==> config.mk <==
export PLATFORM = sky130hd
export DESIGN_NAME = tx_packet_ctrl
export DESIGN_NICKNAME = d
export VERILOG_FILES = /design/src/rtl/usb_tx_pkg.sv /design/src/rtl/timeout_cnt.sv /design/src/rtl/tx_packet_ctrl.sv
export SDC_FILE = /design/constraint.sdc
export NUM_CORES = 1
export LEC_CHECK = 0
export ABC_AREA = 1
export BUFFER_PORTS_ARGS = -buffer_cell sky130_fd_sc_hd__buf_2
export CAP_MARGIN = 0
export CORE_ASPECT_RATIO = 1.25
export CORE_UTILIZATION = 30
export DETAILED_ROUTE_END_ITERATION = 6
export SKIP_LAST_GASP = 1
export SLEW_MARGIN = 5
export SYNTH_ARGS = -nofsm -noshare
export SYNTH_HDL_FRONTEND = slang
export SYNTH_SLANG_ARGS = --single-unit
==> constraint.sdc <==
create_clock -name clk -period 1.45 [get_ports clk]
set_input_delay 0.29 -clock clk [delete_from_list [all_inputs] [get_ports clk]]
set_output_delay 0.29 -clock clk [all_outputs]
set_load 0.03 [all_outputs]
==> src/rtl/usb_tx_pkg.sv <==
// Shared constants and types for the USB transmit datapath: PIDs, packet
// types, combiner select codes and the packet sequencer state encoding.
package usb_tx_pkg;

  localparam logic [7:0] PID_DATA0 = 8'hC3;
  localparam logic [7:0] PID_DATA1 = 8'h4B;
  localparam logic [7:0] PID_ACK   = 8'hD2;
  localparam logic [7:0] PID_NAK   = 8'h5A;
  localparam logic [7:0] PID_SOF   = 8'hA5;

  typedef enum logic [1:0] {
    PKT_TOKEN     = 2'd0,
    PKT_DATA      = 2'd1,
    PKT_HANDSHAKE = 2'd2,
    PKT_SOF       = 2'd3
  } pkt_type_t;

  localparam logic [2:0] SEL_TOKEN     = 3'b000;
  localparam logic [2:0] SEL_DATA      = 3'b001;
  localparam logic [2:0] SEL_HANDSHAKE = 3'b010;
  localparam logic [2:0] SEL_SOF       = 3'b011;
  localparam logic [2:0] SEL_IDLE      = 3'b100;

  typedef enum logic [2:0] {
    ST_IDLE = 3'd0,
    ST_ENC  = 3'd1,
    ST_CRC  = 3'd2,
    ST_LOAD = 3'd3,
    ST_SEND = 3'd4
  } ctrl_state_t;

  function automatic logic [3:0] bytes_of(input pkt_type_t t);
    case (t)
      PKT_DATA:      return 4'd11;
      PKT_HANDSHAKE: return 4'd1;
      default:       return 4'd3;
    endcase
  endfunction

  function automatic logic [2:0] sel_of(input pkt_type_t t);
    case (t)
      PKT_TOKEN:     return SEL_TOKEN;
      PKT_DATA:      return SEL_DATA;
      PKT_HANDSHAKE: return SEL_HANDSHAKE;
      default:       return SEL_SOF;
    endcase
  endfunction

endpackage

==> src/rtl/timeout_cnt.sv <==
// Wait-cycle counter: synchronous clear, count enable, and a terminal flag
// raised when the count reaches TIMEOUT-1.
module timeout_cnt #(
  parameter int TIMEOUT = 255
) (
  input  logic clk,
  input  logic rst,
  input  logic i_clr,
  input  logic i_en,
  output logic o_term
);

  localparam int W = (TIMEOUT > 2) ? $clog2(TIMEOUT) : 1;
  localparam logic [W-1:0] TERM = W'(TIMEOUT - 1);

  logic [W-1:0] r_cnt;

  // NOTE: sequential state is only ever assigned with <= so every flop samples pre-edge values.
  always_ff @(posedge clk or negedge rst) begin
    if (!rst)       r_cnt <= '0;
    else if (i_clr) r_cnt <= '0;
    else if (i_en)  r_cnt <= r_cnt + 1'b1;
  end

  assign o_term = (r_cnt == TERM);

endmodule

==> src/rtl/tx_packet_ctrl.sv <==
// Transmit packet sequencer: steps a request through encryption and CRC (DATA
// only), loads the shift register and holds the combiner select until tx_done.
module tx_packet_ctrl #(
  parameter int TIMEOUT = 255
) (
  input  logic       clk,
  input  logic       rst,
  input  logic       start,
  input  logic [1:0] pkt_type,
  input  logic [7:0] pid_in,
  input  logic       ack_rx,
  input  logic       enc_done,
  input  logic       crc_done,
  input  logic       tx_done,
  output logic       enc_start,
  output logic       crc_start,
  output logic [2:0] data_sel,
  output logic [7:0] pid_out,
  output logic       load,
  output logic [3:0] byte_count,
  output logic       busy,
  output logic       done,
  output logic       err
);

  import usb_tx_pkg::*;

  ctrl_state_t r_state;
  ctrl_state_t w_next;
  pkt_type_t   r_type;
  logic [7:0]  r_pid;
  logic [3:0]  r_bytes;
  logic        r_toggle;
  logic        r_first;
  logic        r_done;
  logic        r_err;
  logic        w_term;
  logic        w_timeout;
  logic        w_finish;
  logic        w_cnt_clr;
  logic        w_cnt_en;
  logic        w_accept;
  logic        w_tog_now;

  // NOTE: every always_comb output gets a default first so no path can infer a latch.
  always_comb begin
    w_next    = r_state;
    w_timeout = 1'b0;
    w_finish  = 1'b0;
    case (r_state)
      ST_IDLE: if (start) w_next = (pkt_type_t'(pkt_type) == PKT_DATA) ? ST_ENC : ST_LOAD;
      ST_ENC: begin
        if (enc_done)    w_next = ST_CRC;
        else if (w_term) begin w_next = ST_IDLE; w_timeout = 1'b1; end
      end
      ST_CRC: begin
        if (crc_done)    w_next = ST_LOAD;
        else if (w_term) begin w_next = ST_IDLE; w_timeout = 1'b1; end
      end
      ST_LOAD: w_next = ST_SEND;
      ST_SEND: if (tx_done) begin w_next = ST_IDLE; w_finish = 1'b1; end
      default: w_next = ST_IDLE;
    endcase
  end

  assign w_accept  = (r_state == ST_IDLE) && start;
  assign w_tog_now = r_toggle ^ ack_rx;
  assign w_cnt_en  = (r_state == ST_ENC) || (r_state == ST_CRC);
  assign w_cnt_clr = (w_next != r_state) && ((w_next == ST_ENC) || (w_next == ST_CRC));

  timeout_cnt #(.TIMEOUT(TIMEOUT)) u_timeout (
    .clk    (clk),
    .rst    (rst),
    .i_clr  (w_cnt_clr),
    .i_en   (w_cnt_en),
    .o_term (w_term)
  );

  always_ff @(posedge clk or negedge rst) begin
    if (!rst) begin
      r_state  <= ST_IDLE;
      r_first  <= 1'b0;
      r_done   <= 1'b0;
      r_err    <= 1'b0;
      r_toggle <= 1'b0;
      r_type   <= PKT_TOKEN;
      r_pid    <= 8'h00;
      r_bytes  <= 4'd0;
    end else begin
      r_state <= w_next;
      r_first <= (w_next != r_state);
      r_done  <= w_finish;
      r_err   <= w_timeout;
      if (ack_rx) r_toggle <= ~r_toggle;
      // DATA PID uses the toggle as it will be after a coincident ack_rx.
      if (w_accept) begin
        r_type  <= pkt_type_t'(pkt_type);
        r_bytes <= bytes_of(pkt_type_t'(pkt_type));
        if (pkt_type_t'(pkt_type) == PKT_DATA) r_pid <= w_tog_now ? PID_DATA1 : PID_DATA0;
        else                                  r_pid <= pid_in;
      end
    end
  end

  always_comb begin
    data_sel = SEL_IDLE;
    case (r_state)
      ST_CRC:           data_sel = SEL_DATA;
      ST_LOAD, ST_SEND: data_sel = sel_of(r_type);
      default:          data_sel = SEL_IDLE;
    endcase
  end

  assign enc_start  = (r_state == ST_ENC) && r_first;
  assign crc_start  = (r_state == ST_CRC) && r_first;
  assign load       = (r_state == ST_LOAD);
  assign busy       = (r_state != ST_IDLE);
  assign done       = r_done;
  assign err        = r_err;
  assign pid_out    = r_pid;
  assign byte_count = r_bytes;

endmodule

==> flow_summary.toml <==
[status]
run_status = "finished with violations"
violations = "negative hold slack, negative setup slack"

[logic_synthesis]
ys_ff_latch = 28
synth_area_leader_cell = "dfrtp_1"
yosysTopAreaCellShare_pct = 51.0
ys_types = 32
netlist_area_um2 = 1380
synth.area.top_cells = "dfrtp_1 51%, nand2_1 4.9%, inv_1 4.6%, xor2_1 4.5%, a21oi_1 3.6%"
synth-seq-area-share_pct = 51.0
syn_inst = 144
syn_area_per_cell_um2 = 9.55
syn_nets = 163
synth_warnings = 0

[grt]
antenna_found_initial = 0
overflow = 0
grt_pass1_vias = 1228
grt_max_degree = 29
grt.total_usage_pct = 14.1
grt_pass1_wl_mm = 5.53

[timing]
fin_worst_skew_ps = 1.31
tns_ps = -1970
clock.fmax_mhz = 585
fin_ws_ps = -259
drv_slew = 0
hold_viol = 7
timing.final.crit_period_ps = 1710
setup_viol = 16
holdWs_ps = -6.70
rsz0062_at_grt = "true"
min_period_over_period_pct = 118

[detailed_routing]
drtPass1Iterations = 4
wl_per_cell_um = 12.5
drcViolationCount = 0
ant_nets = 0
vias = 1263
drtIter0Drc = 25
totalWireLength_mm = 3.47
viasPerCell = 4.56

[floorplanning]
start_util_pct = 31.3
dieArea_um2 = 4860
num_io_pins = 38
row_count = 27
coreArea_um2 = 4390
fp.dieH_um = 77.7
die_w_um = 62.6

[critical_path]
crit_required_ps = 1160
cp_max_fo = 5
cpMaxStageDelayCell = "dfrtp_2"
ff2ff_setup_slack_ps = -90
ff2ff_path_depth = 10
r2r_end = "u_timeout.r_cnt[1]"
cp_data_arrival_time_ps = 1420
worst_setup_path_end_kind = "output port"
startpoint_type = "flip-flop"
crit_family = "flip-flops"
crit_path_frequent_cell = "nand2_4"
path_cells = "inv_4 -> nor3_4 -> inv_2 -> nand2_4 -> nand2_4 -> nand2_4 -> buf_6"
path_class = "reg2out"
reg2reg_from = "r_state[1]"
crit_buf_inv = 3
max_stage_delay_ps = 470

[min_path]
hold_path_class = "in2async"

[power_and_ir_drop]
peakVddDrop_v = 0.00132
power_w = 0.00533
intPower_w = 0.00292
p_leak_nw = 1.09
swShare_pct = 45.2
p_per_area_nw_per_um2 = 2340
p_seq_share_pct = 23.4
power_frac_comb_pct = 64.8
clkPwrFrac_pct = 11.8
p_sw_w = 0.00241

[cts]
htree_levels = 1
clockBufferDepth = 2
clock_latency_ps = 280
clk_pin_slew_ps = 100
cts_sinks = 28
cts_tree = "yes"
postCtsHoldBufs = 0
cts_buffers = 3
root_buffer = "clkbuf_8"

[finish]
multi_input_area_um2 = 818
drive_gt1_share_pct = 59.8
regArea_um2 = 704
fin_nets = 239
design_area_um2 = 2270
antenna_cells = 0
syn_to_final_growth_pct = 65.3
fill_cells = 416

[placement]
place_congestion = 0.780
place_area_um2 = 1820
place_ws_ps = -95.0
place_hpwl_mm = 2.28
port_buffers = 36

[run]
drv_cap = 0
Yosys cell counts, drive strengths merged:
| cell type | n |
|---|---|
| o22a | 3 |
| o31ai | 1 |
| o211ai | 1 |
| a2bb2oi | 2 |
| nor3 | 1 |
| dfrtp | 28 |
| o21a | 1 |
| nand2 | 25 |
| conb | 1 |
| nor2 | 11 |
| ha | 2 |
| buf | 2 |
| inv | 21 |
| nand3 | 9 |
| nand4 | 5 |
| xor2 | 7 |
| or2 | 2 |
| o21bai | 1 |
| o21ai | 7 |
| a22o | 3 |
| xnor2 | 1 |
| a21oi | 10 |
per-layer routing:
| layer | up-vias | part of all wire, % | track usage, % |
|---|---|---|---|
| met1 | 596 | 44 | 18.1 |
| met4 | 0 | 0.52 | 3.95 |
| li1 | 626 | - | - |
| met2 | 39 | 51 | 23.9 |
| met3 | 2 | 4.1 | 2.79 |
| met5 | - | 0 | 0 |
sequential cells by signal, summed over array words and instances, names as in the netlist:
signal / cells
byte_count: 3
done: 1
err: 1
pid_out: 8
r_first: 1
r_state: 3
r_toggle: 1
r_type: 2
u_timeout.r_cnt: 8
power groups by stage:
stage / clock network, W / registers [W] / logic, W
after CTS: 0.000638 / 0.00121 / 0.00269
after detailed placement: 0 / 0.00122 / 0.00241
after global placement: 0 / 0.00121 / 0.00241
after floorplan: 0 / 0.00148 / 0.00130
after global routing: 0.000658 / 0.00128 / 0.00374
final: 0.000628 / 0.00124 / 0.00345
per-stage QoR:
step,util (%),cells
floorplan,-,144
global placement,41.4,258
detailed placement,41.4,258
CTS,45.2,269
global route,51.8,277
finish,51.8,277
logic make-up after synthesis:
family	count (synthesis)	share of synthesized area, %
buffers and inverters	23	6.64
AO/OA/AOI/OAI	29	14.3
other	1	0.273
AND/OR/NAND/NOR	53	20.9
XOR/XNOR	8	5.10
flip-flops	28	51.0
adder cells (fa/ha/maj)	2	1.82
worst max path at each step:
| stage | from | to | slack [ps] | cells past startpoint |
|---|---|---|---|---|
| finish | r_state[1] | data_sel[0] | -260 | 7 |
| global route | r_state[1] | crc_start | -320 | 5 |
| CTS | r_state[0] | data_sel[0] | -280 | 7 |
| detailed placement | r_state[1] | u_timeout.r_cnt[6] | -90 | 5 |
| global placement | r_state[1] | data_sel[0] | -70 | 6 |
| floorplan | r_state[1] | data_sel[0] | -50 | 6 |
cells in the final DEF (no fill, tap or decap), types with 2 or more instances in the layout:
cell / count
nor2_2: 3
a2bb2oi_1: 2
nand2_2: 7
o22a_1: 3
nand4_1: 4
buf_6: 14
a21oi_2: 4
o21ai_0: 3
dfrtp_2: 3
buf_4: 29
inv_4: 3
inv_1: 13
nand2_1: 9
a22o_1: 3
buf_2: 29
nand3_1: 4
inv_2: 5
dfrtp_1: 25
a21oi_1: 5
nand3_4: 5
clkbuf_8: 3
nor2_1: 3
o21ai_4: 3
xor2_1: 7
or2_2: 2
nand2_4: 9
nor2_4: 5
layout make-up:
type | instances | area share (%)
sequential | 28 | 31.0
multi-input combinational | 94 | 36.0
clock buffer | 3 | 1.82
inverter | 21 | 3.80
timing repair buffer | 72 | 22.9
tap | 58 | 3.19
clock inverter | 1 | 1.32
what timing repair did:
action / in CTS / in global routing
buffers inserted: 7 / 9
gates cloned: 0 / 1
pin swaps: 1 / 10
resized for setup: 16 / 55
setup endpoints to repair: 17 / 30
(Power assumes the default switching activity.)
